--- config.mk ---
export PLATFORM = sky130hd
export DESIGN_NAME = serial_adder_flat
export DESIGN_NICKNAME = d
export VERILOG_FILES = /design/src/rtl/serial_adder_pkg.sv /design/src/rtl/serial_adder_if.sv /design/src/rtl/serial_adder_fa_cell.sv /design/src/rtl/serial_adder.sv /design/src/flat_wrapper.sv
export SDC_FILE = /design/constraint.sdc
export NUM_CORES = 1
export LEC_CHECK = 0
export CAP_MARGIN = 20
export CORE_MARGIN = 2
export CORE_UTILIZATION = 45
export DETAILED_ROUTE_END_ITERATION = 8
export PLACE_DENSITY = 0.68
export SLEW_MARGIN = 40
export SYNTH_ARGS = -nofsm -noshare
export SYNTH_HDL_FRONTEND = slang
export SYNTH_SLANG_ARGS = --single-unit
--- constraint.sdc ---
create_clock -name clk -period 2.7 [get_ports clk]
set_input_delay 0.81 -clock clk [delete_from_list [all_inputs] [get_ports clk]]
set_output_delay 0.81 -clock clk [all_outputs]
set_load 0.005 [all_outputs]
--- src/rtl/serial_adder_pkg.sv ---
// Shared types and constants for the bit-serial adder/subtractor.
// Holds the FSM state encoding, the default operand width and the counter-width helper.
package serial_adder_pkg;

    localparam int DEFAULT_WIDTH = 8;

    typedef enum logic [1:0] {
        IDLE = 2'd0,
        RUN  = 2'd1,
        DONE = 2'd2
    } state_t;

    // Bit-index counter width; never narrower than one bit.
    function automatic int cnt_width(input int w);
        return (w > 1) ? $clog2(w) : 1;
    endfunction

endpackage

--- src/rtl/serial_adder_if.sv ---
// Operation request / result bundle for serial_adder.
// master = requester, slave = the adder.
interface serial_adder_if
    import serial_adder_pkg::*;
#(
    parameter int WIDTH = DEFAULT_WIDTH
) ();

    logic             start;
    logic             sub;
    logic [WIDTH-1:0] a;
    logic [WIDTH-1:0] b;
    logic             cin;
    logic             busy;
    logic             done;
    logic [WIDTH-1:0] sum;
    logic             cout;
    logic             ovf;

    modport master (
        output start, sub, a, b, cin,
        input  busy, done, sum, cout, ovf
    );

    modport slave (
        input  start, sub, a, b, cin,
        output busy, done, sum, cout, ovf
    );

endinterface

--- src/rtl/serial_adder_fa_cell.sv ---
// Single-bit full adder; the only arithmetic element of the serial datapath.
module fa_cell (
    input  logic x1,
    input  logic x2,
    input  logic cin,
    output logic s,
    output logic cout
);

    logic p;

    assign p    = x1 ^ x2;
    assign s    = p ^ cin;
    assign cout = (x1 & x2) | (cin & p);

endmodule

--- src/rtl/serial_adder.sv ---
// Bit-serial adder/subtractor: one result bit per clock, LSB first, through one fa_cell.
// Subtraction is a + ~b with the carry seeded by cin ^ 1, so cout reads as not-borrow.
//
//   state | meaning
//   ------+------------------------------------------------------------
//   IDLE  | waiting; start latches operands and mode
//   RUN   | one bit per edge, bit index = count; leaves after bit WIDTH-1
//   DONE  | done pulse for one cycle, result stable; always back to IDLE
module serial_adder
    import serial_adder_pkg::*;
#(
    parameter int WIDTH = DEFAULT_WIDTH
) (
    input  logic         clk,
    input  logic         rst_n,
    serial_adder_if.slave bus
);

    localparam int CW = cnt_width(WIDTH);

    state_t           state;
    state_t           state_nxt;
    logic [CW-1:0]    count;
    logic [WIDTH-1:0] a_r;
    logic [WIDTH-1:0] b_r;
    logic [WIDTH-1:0] sum_r;
    logic             carry;
    logic             cout_r;
    logic             ovf_r;

    logic             busy;
    logic             done;
    logic             accept;
    logic             step;
    logic             last_bit;
    logic             fa_s;
    logic             fa_co;

    assign last_bit = (count == CW'(WIDTH - 1));

    fa_cell u_fa (
        .x1   (a_r[count]),
        .x2   (b_r[count]),
        .cin  (carry),
        .s    (fa_s),
        .cout (fa_co)
    );

    always_ff @(posedge clk or negedge rst_n) begin
        if (!rst_n) begin
            state <= IDLE;
        end else begin
            state <= state_nxt;
        end
    end

    always_comb begin
        state_nxt = state;
        case (state)
            IDLE:    if (bus.start) state_nxt = RUN;
            RUN:     if (last_bit)  state_nxt = DONE;
            DONE:    state_nxt = IDLE;
            default: state_nxt = IDLE;
        endcase
    end

    always_comb begin
        busy   = 1'b0;
        done   = 1'b0;
        accept = 1'b0;
        step   = 1'b0;
        case (state)
            IDLE: accept = bus.start;
            RUN: begin
                busy = 1'b1;
                step = 1'b1;
            end
            DONE: begin
                busy = 1'b1;
                done = 1'b1;
            end
            default: ;
        endcase
    end

    always_ff @(posedge clk or negedge rst_n) begin
        if (!rst_n) begin
            a_r    <= '0;
            b_r    <= '0;
            sum_r  <= '0;
            carry  <= 1'b0;
            count  <= '0;
            cout_r <= 1'b0;
            ovf_r  <= 1'b0;
        end else if (accept) begin
            a_r   <= bus.a;
            b_r   <= bus.sub ? ~bus.b : bus.b;
            carry <= bus.cin ^ bus.sub;
            count <= '0;
        end else if (step) begin
            sum_r[count] <= fa_s;
            carry        <= fa_co;
            count        <= count + 1'b1;
            // carry still holds the carry into the MSB on the last bit
            if (last_bit) begin
                cout_r <= fa_co;
                ovf_r  <= carry ^ fa_co;
            end
        end
    end

    assign bus.busy = busy;
    assign bus.done = done;
    assign bus.sum  = sum_r;
    assign bus.cout = cout_r;
    assign bus.ovf  = ovf_r;

endmodule

--- src/flat_wrapper.sv ---
// flat-port wrapper written by rule: the top's interface ports become plain ports
module serial_adder_flat import serial_adder_pkg::*;
#(
    parameter int WIDTH = DEFAULT_WIDTH
)
  (clk, rst_n, bus_start, bus_sub, bus_a, bus_b, bus_cin, bus_busy, bus_done, bus_sum, bus_cout, bus_ovf);
  serial_adder_if #(.WIDTH(WIDTH)) bus_i ();
  input  logic clk;
  input  logic rst_n;
  input wire logic [$bits(bus_i.start)-1:0] bus_start;
  input wire logic [$bits(bus_i.sub)-1:0] bus_sub;
  input wire logic [$bits(bus_i.a)-1:0] bus_a;
  input wire logic [$bits(bus_i.b)-1:0] bus_b;
  input wire logic [$bits(bus_i.cin)-1:0] bus_cin;
  output wire logic [$bits(bus_i.busy)-1:0] bus_busy;
  output wire logic [$bits(bus_i.done)-1:0] bus_done;
  output wire logic [$bits(bus_i.sum)-1:0] bus_sum;
  output wire logic [$bits(bus_i.cout)-1:0] bus_cout;
  output wire logic [$bits(bus_i.ovf)-1:0] bus_ovf;
  assign bus_i.start = bus_start;
  assign bus_i.sub = bus_sub;
  assign bus_i.a = bus_a;
  assign bus_i.b = bus_b;
  assign bus_i.cin = bus_cin;
  assign bus_busy = bus_i.busy;
  assign bus_done = bus_i.done;
  assign bus_sum = bus_i.sum;
  assign bus_cout = bus_i.cout;
  assign bus_ovf = bus_i.ovf;
  serial_adder #(.WIDTH(WIDTH)) u_core (.clk(clk), .rst_n(rst_n), .bus(bus_i));
endmodule
==> metrics <==
DP Wirelength=2260 um; Util after Layout=0.584; R2R cell count=5; worst skew pair latency=0.28 ns; CTS tree=done; Crit-path slowest cell=clkdlybuf4s50_1; crit path launch type=flip-flop; clk_skew=0.00322 ns; delay-heaviest family, CP=buffers and inverters; post-CTS setup buffers=0; first-pass GRT wire length=5190 um; Worst Path Arrival=1.56 ns; Net Count, Synth=168; P_sw=0.830 mW; Avg Cell Area, Syn=11.9 um^2; Placer Congestion=0.813; share of cells above drive strength 1=0.190; CP endpoint kind=output pin; total track usage=0.167; clk root buf=clkbuf_8; core area=0.00361 mm^2; crit-path max FO=4; Syn Inst Count=139; cell internal pwr=1.55 mW; global route overflow=0; Critical path buffers and inverters=2; Starting Density=0.460; worst slew pin tran=0.440 ns; CTS H-Tree Depth=2; Comb power frac=0.466; Max Cap Violations=0; crit path time final=2.37 ns; initial antenna violation count=0; Crit path largest cell delay=0.49 ns; Synth cell types=34; hold bufs inserted after CTS=0; I/O pin cnt=33; outcome=completed; post_cts resized=0; CTS Sinks=32; Fmax=422 MHz; worst IR drop on VDD=0.444 mV; vias in the first global route=1,134; Seq cells post-synth=32; drt pass-1 iters=4; drt first-iter violations=48; hold endpoint=u_core.b_r[5]; Via Count=1,124; HP Class=reg2reg; Switching Share=0.348; # setup viols final=0; R2R Path Start=u_core.count[1]; leakage power=0.893 nW; worst hold start=u_core.b_r[5]; DRT Wirelength=2940 um; CTS max path bufs=2; Die Area=0.00419 mm^2; largest net degree at the start of global routing=33; synth warn=0; most frequent cells in the layout=32 x clkdlybuf4s50_1, 32 x dfrtp_1, 20 x mux2_2; nets=202; WP data required=1.89 ns; Reg2Reg Capture Point=u_core.bus.ovf; worst hold stages=2; Setup CP Type=reg2out; Post-DRT Antenna Nets=0; register clock-pin slew on the reported worst setup and hold paths=0.06 ns; DR DRC count=0; area growth from synthesis to layout=26.8%; RSZ-0062 raised after global routing=no; # rows=22; clock share of power=0.154; sequential fraction of the synthesis area=0.483; cell area after synthesis=0.00166 mm^2; overall power=2.38 mW; n_diodes=0; PD cells=1130 mW/mm^2; reg-to-reg setup timing slack=0.35 ns; IO buf count=32; per-cell routed wire length=13.2 um; Slew headroom=0.706; CP Cell Sequence=inv_1, ha_1, clkdlybuf4s50_1; Seq pwr share=0.379; Min Hold Slack=0.477 ns; max-slew violation count=0; Die X=64.7 um; total CTS buffers=5; setup TNS=0 ns; post-route clock period utilization=0.877; die height=64.7 um; vias per cell=5.06; final hold vios=0
-- metal layers --
metal,global-route usage,share of wire,vias to the layer above
li1,-,-,552
met1,0.190,0.43,532
met2,0.268,0.48,31
met3,0.0590,0.057,9
met4,0.0984,0.034,0
met5,0,0,-
-- flip-flops by register name, summed over array words and instances (netlist names) --
signal,flops
u_core.a_r,8
u_core.b_r,8
u_core.bus.sum,8
u_core.count,3
u_core.state,2
u_core.bus.cout,1
u_core.bus.ovf,1
u_core.carry,1
-- worst max-delay path by stage --
| stage | cells after the start | startpoint | slack (ns) | endpoint |
|---|---|---|---|---|
| after global routing | 3 | u_core.state[0] | 0.24 | bus_busy |
| final | 3 | u_core.state[0] | 0.33 | bus_busy |
| after floorplan | 6 | u_core.count[1] | 0.57 | u_core.bus.ovf |
| after detailed placement | 5 | u_core.count[1] | 0.34 | u_core.bus.ovf |
| after global placement | 4 | u_core.count[1] | 0.43 | u_core.bus.sum[4] |
| after CTS | 3 | u_core.state[0] | 0.32 | bus_busy |
-- synth_stat cells --
library cell  number  share of area
nor2_1             2         0.0045
xor2_1             2          0.011
clkbuf_2           1         0.0030
o21ai_0            9          0.027
xnor2_1            9          0.048
a211oi_1           1         0.0045
dfrtp_1           32           0.48
mux2_2            20           0.14
nand4b_1           2          0.011
mux2i_1            7          0.042
inv_1              5          0.011
mux4_2             1          0.014
a31oi_1            1         0.0038
o22a_1             1         0.0053
nand3_1            1         0.0030
fa_1               1          0.012
o22ai_1            1         0.0038
and3_4             1         0.0068
buf_4              2         0.0090
nor3b_1            2         0.0090
nand2b_1           2         0.0075
nor3_1             2         0.0060
o32ai_1            1         0.0053
ha_1               7          0.053
or3_1              1         0.0038
nand2_2            1         0.0038
nand2_1           10          0.023
nor4bb_1           1         0.0060
clkbuf_1           1         0.0023
a21boi_0           2         0.0090
buf_6              1         0.0068
buf_2              4          0.012
nand4_1            1         0.0038
a21oi_1            4          0.012
-- tightest hold or removal path: cells and delay by family, from the launching register on --
| family | cells | cell delay (ns) |
|---|---|---|
| flops | 1 | 0.34 |
| compound gates | 1 | 0.06 |
| simple gates | 1 | 0.05 |
-- logic make-up (layout without fill, tap and decap cells) --
kind of cell               count (synthesis)  count (layout)  synth area share
DFF                                       32              32             0.483
xor gates and xnor gates                  11              11            0.0581
adders and majority gates                  8               8            0.0649
buffers and inverters                     14              49            0.0445
AOI/OAI and AO/OA                         20              20            0.0709
and+or+nand+nor                           26              26            0.0875
muxes                                     28              28             0.192
-- stage by stage --
| stage | cell area [um^2] | setup WS (ns) | std cells |
|---|---|---|---|
| 2_1_floorplan | 1660 | 0.572 | 139 |
| 3_3_place_gp | 2010 | 0.429 | 214 |
| 3_5_place_dp | 2010 | 0.344 | 214 |
| 4_1_cts | 2100 | 0.315 | 222 |
| 5_1_grt | 2100 | 0.237 | 222 |
| 6_report | 2100 | 0.333 | 222 |
-- area by class of cell --
| type | count | area [um^2] |
|---|---|---|
| Inverter | 5 | 18.8 |
| Clock buffer | 8 | 90.1 |
| Fill cell | 316 | 1500 |
| Tap cell | 48 | 60.1 |
| Multi-Input combinational cell | 93 | 785 |
| Timing Repair Buffer | 36 | 350 |
| Sequential cell | 32 | 801 |
-- power groups by stage --
stage | registers [mW] | logic (mW) | clock network [mW]
CTS | 0.909 | 1.13 | 0.384
detailed placement | 0.918 | 1.12 | 0
global placement | 0.899 | 1.07 | 0
finish | 0.904 | 1.11 | 0.368
floorplan | 0.829 | 0.796 | 0
global route | 0.940 | 1.24 | 0.408
Power figures use the tool's default switching activity.
